**config.mk**
```make
export PLATFORM = sky130hd
export DESIGN_NAME = tia_hsync_poly_flat
export DESIGN_NICKNAME = d
export VERILOG_FILES = /design/src/rtl/tia_hsync_poly_if.sv /design/src/rtl/tia_hsync_poly.sv /design/src/flat_wrapper.sv
export SDC_FILE = /design/constraint.sdc
export NUM_CORES = 1
export LEC_CHECK = 0
export CORE_MARGIN = 4
export CORE_UTILIZATION = 30
export DETAILED_ROUTE_END_ITERATION = 8
export SETUP_SLACK_MARGIN = 0.1
export SYNTH_ARGS = -nofsm -noshare
export SYNTH_HDL_FRONTEND = slang
export SYNTH_SLANG_ARGS = --single-unit
export TNS_END_PERCENT = 30
```
**constraint.sdc**
```tcl
create_clock -name clk -period 3.1 [get_ports clk]
set_input_delay 0.62 -clock clk [delete_from_list [all_inputs] [get_ports clk]]
set_output_delay 0.62 -clock clk [all_outputs]
set_load 0.1 [all_outputs]
```
**src/rtl/tia_hsync_poly_if.sv**
```systemverilog
// tia_hsync_poly_if
// Bundles the horizontal-sync request and the counter's decode outputs.
//   hrs  : horizontal reset request (RSYNC strobe), toward the counter
//   cnt  : 6-bit LFSR state, cnt[5] is the MSB
//   phi1 : phase-1 strobe, high one clk in four
//   phi2 : phase-2 strobe, high one clk in four
//   shb  : line-end decode, high while cnt is the terminal state
//   wrap : one-clk pulse following a natural terminal-to-zero wrap
// The counter connects through the slave modport; the requester/observer
// connects through the master modport.
interface tia_hsync_poly_if;
    logic       hrs;
    logic [5:0] cnt;
    logic       phi1;
    logic       phi2;
    logic       shb;
    logic       wrap;

    modport slave  (input  hrs, output cnt, phi1, phi2, shb, wrap);
    modport master (output hrs, input  cnt, phi1, phi2, shb, wrap);
endinterface

```
**src/rtl/tia_hsync_poly.sv**
```systemverilog
// tia_hsync_poly
// Horizontal polynomial counter for the TIA core. A free-running 2-bit phase
// counter splits clk into four-clk biphase cycles and produces phi1/phi2. A
// 6-bit XNOR LFSR advances once per biphase cycle through 57 states, so one
// scan line is 57 * 4 = 228 clk.
// Ports:
//   clk : colour clock, all state changes on its rising edge
//   r   : synchronous active-high reset
//   bus : tia_hsync_poly_if.slave (hrs in; cnt, phi1, phi2, shb, wrap out)
module tia_hsync_poly (
    input  logic               clk,
    input  logic               r,
    tia_hsync_poly_if.slave    bus
);

    localparam logic [5:0] CNT_TERM = 6'b001010;  // state 56, last in the line
    localparam logic [5:0] CNT_LOCK = 6'b111111;  // XNOR lockup fixed point

    logic [1:0] ph_r;
    logic [5:0] cnt_r;
    logic       hp_r;
    logic       wrap_r;
    logic       adv_s;

    // XNOR feedback step: shift left, feed back ~(b5 ^ b4).
    function automatic logic [5:0] lfsr_step(input logic [5:0] v);
        return {v[4:0], ~(v[5] ^ v[4])};
    endfunction

    // The counter moves on the edge that takes the phase from 3 back to 0.
    assign adv_s = (ph_r == 2'd3);

    // Phase counter, LFSR, pending horizontal reset and wrap pulse.
    always_ff @(posedge clk) begin
        if (r) begin
            ph_r   <= 2'd0;
            cnt_r  <= 6'd0;
            hp_r   <= 1'b0;
            wrap_r <= 1'b0;
        end else begin
            ph_r   <= ph_r + 2'd1;
            wrap_r <= 1'b0;
            if (adv_s) begin
                // A request seen on this very edge is consumed here too,
                // so the pending flag always clears on an advance.
                hp_r <= 1'b0;
                if (hp_r || bus.hrs) begin
                    cnt_r <= 6'd0;
                end else if (cnt_r == CNT_TERM) begin
                    cnt_r  <= 6'd0;
                    wrap_r <= 1'b1;
                end else if (cnt_r == CNT_LOCK) begin
                    cnt_r <= 6'd0;
                end else begin
                    cnt_r <= lfsr_step(cnt_r);
                end
            end else begin
                if (bus.hrs) begin
                    hp_r <= 1'b1;
                end else begin
                    hp_r <= hp_r;
                end
                cnt_r <= cnt_r;
            end
        end
    end

    // Strobes and line-end are plain decodes of the state registers so they
    // line up exactly with the phase/count they describe.
    assign bus.cnt  = cnt_r;
    assign bus.phi1 = (ph_r == 2'd1);
    assign bus.phi2 = (ph_r == 2'd3);
    assign bus.shb  = (cnt_r == CNT_TERM);
    assign bus.wrap = wrap_r;

endmodule

```
**src/flat_wrapper.sv**
```systemverilog
// flat-port wrapper written by rule: the top's interface ports become plain ports
module tia_hsync_poly_flat 
  (clk, r, bus_hrs, bus_cnt, bus_phi1, bus_phi2, bus_shb, bus_wrap);
  tia_hsync_poly_if bus_i ();
  input  logic clk;
  input  logic r;
  input wire logic [$bits(bus_i.hrs)-1:0] bus_hrs;
  output wire logic [$bits(bus_i.cnt)-1:0] bus_cnt;
  output wire logic [$bits(bus_i.phi1)-1:0] bus_phi1;
  output wire logic [$bits(bus_i.phi2)-1:0] bus_phi2;
  output wire logic [$bits(bus_i.shb)-1:0] bus_shb;
  output wire logic [$bits(bus_i.wrap)-1:0] bus_wrap;
  assign bus_i.hrs = bus_hrs;
  assign bus_cnt = bus_i.cnt;
  assign bus_phi1 = bus_i.phi1;
  assign bus_phi2 = bus_i.phi2;
  assign bus_shb = bus_i.shb;
  assign bus_wrap = bus_i.wrap;
  tia_hsync_poly u_core (.clk(clk), .r(r), .bus(bus_i));
endmodule
```
==> results.txt, run 1 <==
Across the run, the number of max-cap violations was 0. The adder and majority cell fraction of the synthesized area is 0.1108. Dividing the detail-routed via count by the number of cells gives 4.960. The fraction of the yosys area taken by sequential cells came out at 0.4432.

The worst-margin pin slew is 0.3994 ns. The overall via count from detail_route came out at between 300 and 400. The share of total power dissipated in combinational logic is 0.132. The share of synthesized area in the top cell type comes to 0.4432. Ranked by total cell area, the synthesized netlist is headed by dfxtp_1, ha_1, nand2_1. The kind of end point of the critical path is a primary output. The number of levels the H-tree was split into came out at 1. The net count of the finished layout came out at between 60 and 70.

During synthesis, Yosys emitted a total of 0 warnings. In this run, post-CTS repair resized a total of 0 instances. The number of search-and-repair iterations in the first detailed-routing pass is 4. The worst path required time is 2.48 ns.

The area fraction in and, or, nand and nor cells after synthesis came out at 0.2576. STA puts the critical path data arrival time at about 1.6 ns. Counting the buffers created by CTS gives 3. The final hold violation count was 0. The worst setup margin came out at 0.8752 ns. Summed over all failing endpoints, the final setup total negative slack is 0 ns.

The via count of the first global-routing pass is 342. The post-synthesis cell type count came out at 19. The top-level I/O count came out at 13. The largest vdd supply drop is a little under 0.2 mV. The largest total area in the synthesized netlist belongs to dfxtp_1. The run finished with clean final reports. Buffers added to address setup during post-CTS repair amount to 0. The wire length per cell after detailed routing is roughly 12 um. Leaving out fill and tap cells, the most frequent cells in the layout are buf_4, dfxtp_1, nand2_1.

Among all flip-flop cells after synthesis, the most frequent one is dfxtp_1. STA classifies the critical path startpoint as a register. In this run the clock root is driven by a clkbuf_4. Entering global routing, the biggest net connects 10 pins. TritonCTS built the clock tree. Of the cells placed in the final design, the portion with a size suffix greater than 1 is 0.3000. The power density over the cells came out at 435.8 mW/mm^2. The buffer depth of the longest clock path came out at 2.

The headroom to the max-slew limit came out at 0.7326. The leakage power came out at around 0.24 nW. The source-to-sink clock delay at the later pin of the worst-skew pair is 0.26 ns. The net switching power figure came out at 0.06983 mW. The total global-route track usage is 0.09665. The worst hold slack came out at 0.4379 ns. The internal power of the cells came out at 0.1864 mW. Of the total power, the share spent switching nets is 0.2725. The fraction of synthesized cell area in xor and xnor cells came out at 0. The overall routed net length came out at a little under 900 um.

The clock skew came out at approximately 0.0009 ns. The share of flip-flops with an asynchronous set or reset after synthesis is 0. The antenna diode instance count came out at 0. The count of unresolved DRC violations after routing is 0. The number of clock sinks came out at 10. The die is 46.80 um tall. The area of the die came out at 0.002190 mm^2. The number of nets handed over by synthesis was 52. The number of standard-cell rows in the floorplan is 13. The gate count of the mapped netlist is 45.

The number of antenna violations at the first check in global routing came to 0. The top fanout value on the critical path is 6. The mean instance size in the synthesized netlist is 10.04 um^2. Setup repair after global routing left no endpoint under its margin. The area growth from synthesis to layout is 30.19%. The number of buffers added to fix hold violations after cts is 0. Setup violations remaining at the end of the flow were counted as 0.

The detailed router's first-iteration violation count came out at 11. Of the post-synthesis cell area, the part taken by muxes is 0. The timing-limited maximum frequency is 0.4495 GHz.

The clock share of power came out at 0.339. The min-delay analysis places its worst path in the category reg2reg. The maximum single-stage delay on the critical path came out at 0.40 ns.

By area, the combinational part of the netlist is dominated by simple AND/OR/NAND/NOR gates. The congestion estimate from routability-driven global placement came to 0.7087. The clock-pin slew of the registers on the worst-case setup and hold paths is 0.06 ns.

The number of input and output port buffers inserted is 12. The final cycle utilization of the critical path is 0.7177. Counting flops with a built-in enable in the synthesized netlist gives 0. The post-synthesis register bit count is 10. The starting utilization of the core area is 0.3306. The compound-gate portion of the synthesized area came to 0.1634. The core region is 0.001366 mm^2. The proportion of power drawn by flip-flops and latches is 0.528. The final critical path time including I/O delays and setup came out at approximately 2.2 ns. The aggregate global routing overflow is 0.

Walking the worst path, the cells encountered are inv_1 > ha_1 > or3b_4 > nor2_4 > buf_4. The die outline width came out at approximately 47 um. The critical path class is reg2out. The cell with the largest stage delay on the worst path is or3b_4. The number of max-slew violations in the final report is 0. The first global-routing pass estimated 1.414 mm of wire. At the placement stage, the worst setup path has a slack of 1.158 ns. The HPWL after detailed placement came out at 654.5 um. The count of nets left with antenna violations after detail routing is 0. The synthesized cell area came out at 451.7 um^2.
worst paths after layout:
check / cells after the start / slack [ns] / endpoint / startpoint
worst max-delay path: 5 / 0.88 / bus_shb / u_core.bus.cnt[4]$_SDFFE_PP0P_
worst min-delay path: 1 / 0.44 / u_core.ph_r[0]$_SDFF_PP0_ / u_core.ph_r[0]$_SDFF_PP0_
worst max register to register: 5 / 1.79 / u_core.bus.cnt[5]$_SDFFE_PP0P_ / u_core.bus.cnt[4]$_SDFFE_PP0P_
worst min register to register: 1 / 0.44 / u_core.ph_r[0]$_SDFF_PP0_ / u_core.ph_r[0]$_SDFF_PP0_
flip-flops by register name (all words and copies together), names as in the netlist:
name             cells
u_core.bus.wrap      1
u_core.ph_r          2
u_core.bus.cnt       6
u_core.hp_r          1
worst max-delay path: cells and delay by family (launching register included):
family	cells	cell delay (ns)
adder cells (fa/ha/maj)	1	0.12
flip-flops	1	0.36
buffers and inverters	2	0.37
AND/OR/NAND/NOR	2	0.49
cell type report:
cell class | count | area (um^2)
fillers | 147 | 778.2
multi-input cells | 32 | 240.2
clock buffers | 3 | 22.52
well taps | 15 | 18.77
flip-flops and latches | 10 | 200.2
inverters | 3 | 11.26
repair buffers | 12 | 95.09
layer usage:
layer	GRT usage	share of wire
met1	0.1019	0.42
met3	0.07663	0.13
met4	0.03315	0.0058
met5	0	0
met2	0.1463	0.45
power by group through the flow:
stage | clock network (mW) | registers, mW | logic [mW]
4_1_cts | 0.0911 | 0.135 | 0.0344
6_report | 0.0869 | 0.135 | 0.0339
2_1_floorplan | 0 | 0.140 | 0.0238
3_3_place_gp | 0 | 0.138 | 0.0347
5_1_grt | 0.0937 | 0.136 | 0.0367
3_5_place_dp | 0 | 0.138 | 0.0343
synth_stat cells (2+ instances only):
cell,count
nand4_1,2
a22oi_1,2
inv_1,3
nand2_1,7
a32o_1,2
o21ai_1,2
ha_1,4
nor2_1,2
dfxtp_1,10
a31oi_1,2
logic make-up after synthesis:
| family | Yosys count |
|---|---|
| simple gates | 18 |
| flops | 10 |
| buf+inv | 3 |
| fa+ha+maj | 4 |
| compound gates | 10 |
stage by stage:
stage | total power [mW] | instance area [um^2] | utilization | cells
after floorplan | 0.1642 | 451.7 | - | 45
after global placement | 0.1731 | 565.5 | 0.4139 | 72
after detailed placement | 0.1728 | 565.5 | 0.4139 | 72
after CTS | 0.2610 | 588.1 | 0.4304 | 75
after global routing | 0.2661 | 588.1 | 0.4304 | 75
final | 0.2563 | 588.1 | 0.4304 | 75
(Power assumes the default switching activity.)
==> inputs of run 2 (changes only) <==
==> constraint.sdc (replaced) <==
create_clock -name clk -period 1.8 [get_ports clk]
set_input_delay 0.36 -clock clk [delete_from_list [all_inputs] [get_ports clk]]
set_output_delay 0.36 -clock clk [all_outputs]
set_load 0.1 [all_outputs]
==> results.txt, run 2 (synthesis gave the netlist of run 1 again) <==
The worst-case IR drop observed on VDD is 0.4188 mV. The routed via count divided by cell count is 5.177. The routing usage on met3 came out at 0.04598.

STA classifies the critical path startpoint as a register. The clock share of power is 0.397. The core footprint came out at 0.001366 mm^2.

The antenna diode instance count is 0. The top fanout value on the critical path is 2. The net switching share of the total power is 0.2551. The kind of end point of the critical path is a primary output. The root cell of the clock tree is clkbuf_4.

The run finished, with violations left. The final critical path time including I/O delays and setup is 1.835 ns. The internal power of the cells totals 0.3750 mW. The net count of the finished layout is about 70.

The fraction of final layout cells with drive strength greater than 1 came out at 0.5000. Setup repair after global routing could not meet its margin everywhere. The number of max-slew violations in the final report is 0.

The number of buffers inserted during clock tree synthesis came out at 3. TritonCTS built the clock tree. Among all stages on the critical path, the largest delay is contributed by or3b_4. The worst hold slack is 0.4490 ns. The depth of the most critical reg-to-reg path is 6.

The total power draw is 0.5035 mW. The die is 46.80 um tall. The register with the most flip-flops in the layout has 6 of them.

Counting the fill cells in the layout gives between 100 and 150. The cell total after placement came out at 72. The clock skew came out at 0.003699 ns.

The combinational share of power is 0.144. The placement-stage cell area came out at between 700 and 800 um^2. The first detailed-routing pass ran for 4 iterations.

The clock-pin slew of the registers on the worst-case setup and hold paths is roughly 0.07 ns. The wire length of the first global-routing pass is 1.752 mm. The die outline width is 46.80 um.

The worst hold path belongs to the class reg2reg. The final non-filler cell total is 79. The number of antenna violations at the first check in global routing is 0.

The top-level I/O count is 13. After routing the design area is 779.5 um^2. The number of levels the H-tree was split into came out at 1. The worst slack at placement came out at 0.1562 ns. The capture instance of the worst register-to-register path is u_core.bus.cnt[0]$_SDFFE_PP0P_. In this run the static leakage power is ~0.29 nW. The critical path is of the reg2out type. For this run, the slowest stage of the critical path takes 0.39 ns.

The buffer depth of the longest clock path is 2. The later pin in the worst-skew pair is clocked with a latency of ~0.26 ns. In this run the remaining antenna-violating nets after routing total 0. The wire-length estimate of the detail-placed layout is roughly 710 um. Traced cell by cell, the critical path runs through inv_2 > ha_4 > or3b_4 > nor2_4 > buf_12. The top cell types in the final layout, fill and taps aside, are buf_12, nand2_1, dfxtp_2, dfxtp_1. Detailed routing inserted a total of 409 vias.

The count of unresolved DRC violations after routing came out at 0. The pin count of the biggest net entering global routing is 10. The number of maximum-capacitance violations is 0. The number of failing setup endpoints in the final timing report came out at 1.

The timing-limited maximum frequency came out at 0.5449 GHz. The final reports fail on setup timing. Of the total power, registers draw 0.459. For this run the aggregate overflow at the end of global routing stands at 0. The wire length per cell after detailed routing came out at about 14 um. The power density over the cells is 645.9 mW/mm^2. Summed over all nets, the switching power comes to 0.1284 mW. The minimum setup slack among reg-to-reg paths came out at 0.41 ns. In this run the worst setup path terminates at bus_shb.

The overall routed net length came out at 1.069 mm. The via count of the first global-routing pass came out at 391. In this run the tightest slew margin relative to its limit is 0.7106.

The total global-route track usage came out at 0.1185. The detailed router's first-iteration violation count came out at 7. The starting utilization of the core area is 0.3306. The setup TNS after final layout came out at -0.03525 ns.

The number of clock sinks is 10. Input and output buffers added on the ports amount to 12. At the worst endpoint, the arrival time is 1.48 ns. At the worst endpoint, the required time is 1.44 ns. The relative area change from synthesis to final layout is 72.58%. After global routing, the most crowded layer is met2. The share of the core filled with cells is 0.5705.

Dividing the final minimum period by the clock period gives 1.020. The final hold violation count is 0. The area of the die is 0.002190 mm^2.

The worst setup margin came out at -0.03525 ns. The congestion estimate from routability-driven global placement came to 0.7949. For the pin with the worst max-slew slack, the measured transition is 0.4323 ns. The launch instance of the worst register-to-register path is u_core.bus.cnt[4]$_SDFFE_PP0P_.

The fraction of met1 tracks used by global routing came out at 0.1366. In this run the worst setup path begins at u_core.bus.cnt[4]$_SDFFE_PP0P_. The met2 usage came out at 0.1870. Leaving out fill and tap cells, the most frequent cell in the layout is buf_12.

The number of standard-cell rows in the floorplan came out at 13.
run 2: changes by cell type in the layout (fill, tap and decap cells not counted), sizes merged:
cell | previous run | this run
buf | 10 | 13
clkbuf | 3 | 4
run 2: worst min path at each step:
stage	from	end	slack, ns	cells after the start
2_1_floorplan	u_core.ph_r[0]$_SDFF_PP0_	u_core.ph_r[0]$_SDFF_PP0_	0.41	1
3_3_place_gp	u_core.ph_r[0]$_SDFF_PP0_	u_core.ph_r[0]$_SDFF_PP0_	0.43	1
3_5_place_dp	u_core.ph_r[0]$_SDFF_PP0_	u_core.ph_r[0]$_SDFF_PP0_	0.44	1
4_1_cts	u_core.ph_r[0]$_SDFF_PP0_	u_core.ph_r[0]$_SDFF_PP0_	0.45	1
5_1_grt	u_core.ph_r[0]$_SDFF_PP0_	u_core.ph_r[0]$_SDFF_PP0_	0.48	1
6_report	u_core.ph_r[0]$_SDFF_PP0_	u_core.ph_r[0]$_SDFF_PP0_	0.45	1
run 2: layout make-up:
cell class              count  area, um^2  share of cell area
clock buffers               4       36.28             0.04655
multi-input cells          32       255.2              0.3274
well taps                  15       18.77             0.02408
inverters                   3       13.76             0.01766
flip-flops and latches     10       212.7              0.2729
repair buffers             15       242.7              0.3114
run 2: power groups by stage:
stage / sequential (mW) / combinational [mW] / clock, mW
2_1_floorplan: 0.239 / 0.0414 / 0
3_3_place_gp: 0.236 / 0.0717 / 0
3_5_place_dp: 0.236 / 0.0720 / 0
4_1_cts: 0.231 / 0.0730 / 0.204
5_1_grt: 0.232 / 0.0766 / 0.222
6_report: 0.231 / 0.0725 / 0.200
run 2: critical path: cells and delay by family (launching register included):
family                   cells  cell delay, ns
adder cells (fa/ha/maj)      1            0.11
buffers and inverters        2            0.24
flip-flops                   1            0.35
AND/OR/NAND/NOR              2            0.51
run 2: metal layers:
metal / share of wire / vias to the layer above
met4: 0.021 / 0
li1: - / 200
met5: 0 / -
met2: 0.50 / 14
met3: 0.045 / 2
met1: 0.43 / 193
run 2: what timing repair did:
action                     CTS  global route
pin swaps                    2             0
setup buffers                3             0
setup endpoints to repair    1             1
hold buffers                 0             0
resized for setup            2             1
cloned                       0             0
==> inputs of run 3 (changes only) <==
--- a/config.mk
+++ b/config.mk
@@ -5,9 +5,10 @@
 export SDC_FILE = /design/constraint.sdc
 export NUM_CORES = 1
 export LEC_CHECK = 0
-export CORE_MARGIN = 4
+export CORE_MARGIN = 2
 export CORE_UTILIZATION = 30
 export DETAILED_ROUTE_END_ITERATION = 8
+export PLACE_DENSITY = 0.57
 export SETUP_SLACK_MARGIN = 0.1
 export SYNTH_ARGS = -nofsm -noshare
 export SYNTH_HDL_FRONTEND = slang
==> results.txt, run 3 (synthesis gave the netlist of run 1 again) <==
The starting utilization of the core area came out at 0.3107. Pin placement for this block handled 13 I/O pins. In this run the most critical hold path is launched from u_core.ph_r[0]$_SDFF_PP0_. The worst-margin pin slew is 0.4040 ns. No sink is reached through more buffers than the 2 on the longest clock path. The number of antenna violations at the first check in global routing came out at 0. Of the total power, the share spent switching nets is 0.2538. The root cell of the clock tree is clkbuf_4.

The area used by sequential logic in the layout came out at 212.7 um^2. The largest vdd supply drop is 0.5438 mV. The top fanout value on the critical path came out at 2. Leaving out fill and tap cells, the most frequent cell in the layout is buf_12.

The total global-route track usage is 0.1297. STA puts the critical path data required time at 1.44 ns. The number of buffers inserted during clock tree synthesis is 3. The wire length per cell after detailed routing came out at 12.29 um. The die outline width is around 43 um. The overall via count from detail_route came out at 394. The minimum setup slack among reg-to-reg paths came out at 0.42 ns. The number of max-slew violations in the final report is 0. The number of standard-cell rows in the floorplan came out at 14. The net count of the finished layout is 72. TritonCTS built the clock tree. The aggregate global routing overflow came out at 0. The via count of the first global-routing pass came out at 357. The antenna diode instance count is 0.

The internal power of the cells came out at roughly 0.38 mW. The launch instance of the worst register-to-register path is u_core.bus.cnt[4]$_SDFFE_PP0P_. The number of clock sinks is 10. The count of nets left with antenna violations once routing finished came out at 0.

From bottom edge to top edge, the die measures 42.80 um. The final non-filler cell total came out at 80. The number of search-and-repair iterations in the first detailed-routing pass came out at 4. Summed over all cells, the static leakage comes to 0.2918 nW. The depth of the most critical reg-to-reg path is 6.

The number of levels the H-tree was split into came out at 1. The final weighted congestion in routability-driven placement is ~0.78. The depth of the worst hold-timing path came out at 1.

Max-cap violations in this run came to 0. The number of failing setup endpoints in the final timing report is 1. The overall routed net length is 983 um. The endpoint identified for the worst register-to-register timing path is u_core.bus.cnt[5]$_SDFFE_PP0P_. Data arrives at the worst endpoint at 1.50 ns.

The worst pin sits at a relative slew slack of 0.7295. The setup TNS after final layout came out at -0.05606 ns. The final critical path time including I/O delays and setup is about 1.9 ns. The end point of the most critical hold path is u_core.ph_r[0]$_SDFF_PP0_. The first global-routing pass estimated 1.662 mm of wire. The relative area change from synthesis to final layout came out at 72.85%. The clock skew came out at around 0.0029 ns. The setup path with the least slack is of type reg2out.

Counting the fill cells in the layout gives 132. The final hold violation count came out at 0. The top cell types in the final layout, fill and taps aside, are buf_12, nand2_1, dfxtp_2, dfxtp_1.

Once detailed placement completed, the half-perimeter wirelength came to ~670 um. The worst setup margin came out at -0.05606 ns. The timing-limited maximum frequency is roughly 0.54 GHz.

The routed via count divided by cell count is 4.925. The flip-flop count of the largest register after layout came out at 6. The pin count of the biggest net entering global routing came out at 10.

The cell total after placement came out at 73. The net switching power figure is 0.1276 mW. Setup repair after global routing could not meet its margin everywhere.

The worst setup path is launched from a register. The checks that failed: setup timing. The proportion of power drawn by flip-flops and latches is 0.459. The area of the die came out at 0.001832 mm^2.

The run finished, with violations left. The fraction of final layout cells with drive strength greater than 1 is 0.5000. The worst min-delay path category is reg2reg. The clock share of power came out at 0.398. The final cycle utilization of the critical path is 1.031. Total power for the finished layout comes to 0.5027 mW. The source-to-sink clock delay at the later pin of the worst-skew pair came out at roughly 0.26 ns. In this run the standard cell core region covers approximately 0.0015 mm^2. The worst setup path is captured at a primary output. The count of unresolved DRC violations after routing is 0. The number of input and output port buffers inserted is 12. The share of the core filled with cells came out at 0.5370. The area of combinational cells with multiple inputs came out at 255.2 um^2. Of the total power, combinational logic draws 0.143. The worst slack at placement is ~0.15 ns. In this run, the number of DRC markers left after iteration 0 of detailed routing was 12. The clock-pin slew of the registers on the worst-case setup and hold paths is 0.07 ns.

The power density over the cells came out at roughly 640 mW/mm^2.
-- run 3: cell counts in the layout (fill, tap and decap cells not counted) --
Identical to the previous run, type by type.
-- run 3: final cells by class --
class                      instances  share of cell area
sequential                        10              0.2724
timing repair buffer              15              0.3109
multi-input combinational         32              0.3269
inverter                           3             0.01763
tap                               16             0.02564
clock buffer                       4             0.04647
-- run 3: routing by layer --
layer,track usage,vias to the layer above,routed length (um)
met5,0,-,0
met4,0.05625,0,10
met3,0.07660,2,60
met2,0.1848,12,476
met1,0.1554,181,434
li1,-,199,-
-- run 3: worst max path at each step --
stage,startpoint,endpoint,depth (start not counted),slack [ns]
6_report,u_core.bus.cnt[4]$_SDFFE_PP0P_,bus_shb,5,-0.06
4_1_cts,u_core.bus.cnt[5]$_SDFFE_PP0P_,bus_shb,5,-0.06
5_1_grt,u_core.bus.cnt[5]$_SDFFE_PP0P_,bus_shb,5,-0.11
3_5_place_dp,u_core.bus.cnt[4]$_SDFFE_PP0P_,bus_shb,5,0.15
3_3_place_gp,u_core.bus.cnt[4]$_SDFFE_PP0P_,bus_shb,5,0.15
2_1_floorplan,u_core.bus.cnt[4]$_SDFFE_PP0P_,bus_shb,4,-0.11
-- run 3: critical path: stages (launching register included) --
cell     delay (ns)
dfxtp_4        0.35
inv_2          0.06
ha_4           0.12
or3b_4         0.39
nor2_4         0.13
buf_12         0.18
-- run 3: power groups by stage --
| stage | Combinational [mW] | Sequential (mW) | Clock (mW) |
|---|---|---|---|
| 2_1_floorplan | 0.0414 | 0.239 | 0 |
| 3_3_place_gp | 0.0716 | 0.236 | 0 |
| 3_5_place_dp | 0.0717 | 0.236 | 0 |
| 4_1_cts | 0.0726 | 0.231 | 0.209 |
| 5_1_grt | 0.0763 | 0.231 | 0.224 |
| 6_report | 0.0720 | 0.231 | 0.200 |
-- run 3: timing repair --
| item | 4_1_cts | 5_1_grt |
|---|---|---|
| pin swaps | 2 | 0 |
| endpoints found under the hold margin | 0 | 0 |
| gates resized for setup | 2 | 1 |
| setup endpoints to repair | 1 | 1 |
| hold buffers | 0 | 0 |
| setup buffers | 3 | 0 |
-- run 3: through the flow --
step | cell area (um^2) | hold WS (ns)
floorplan | 466.7 | 0.4082
global placement | 706.9 | 0.4259
detailed placement | 706.9 | 0.4473
CTS | 778.2 | 0.4644
global route | 780.7 | 0.4952
finish | 780.7 | 0.4552
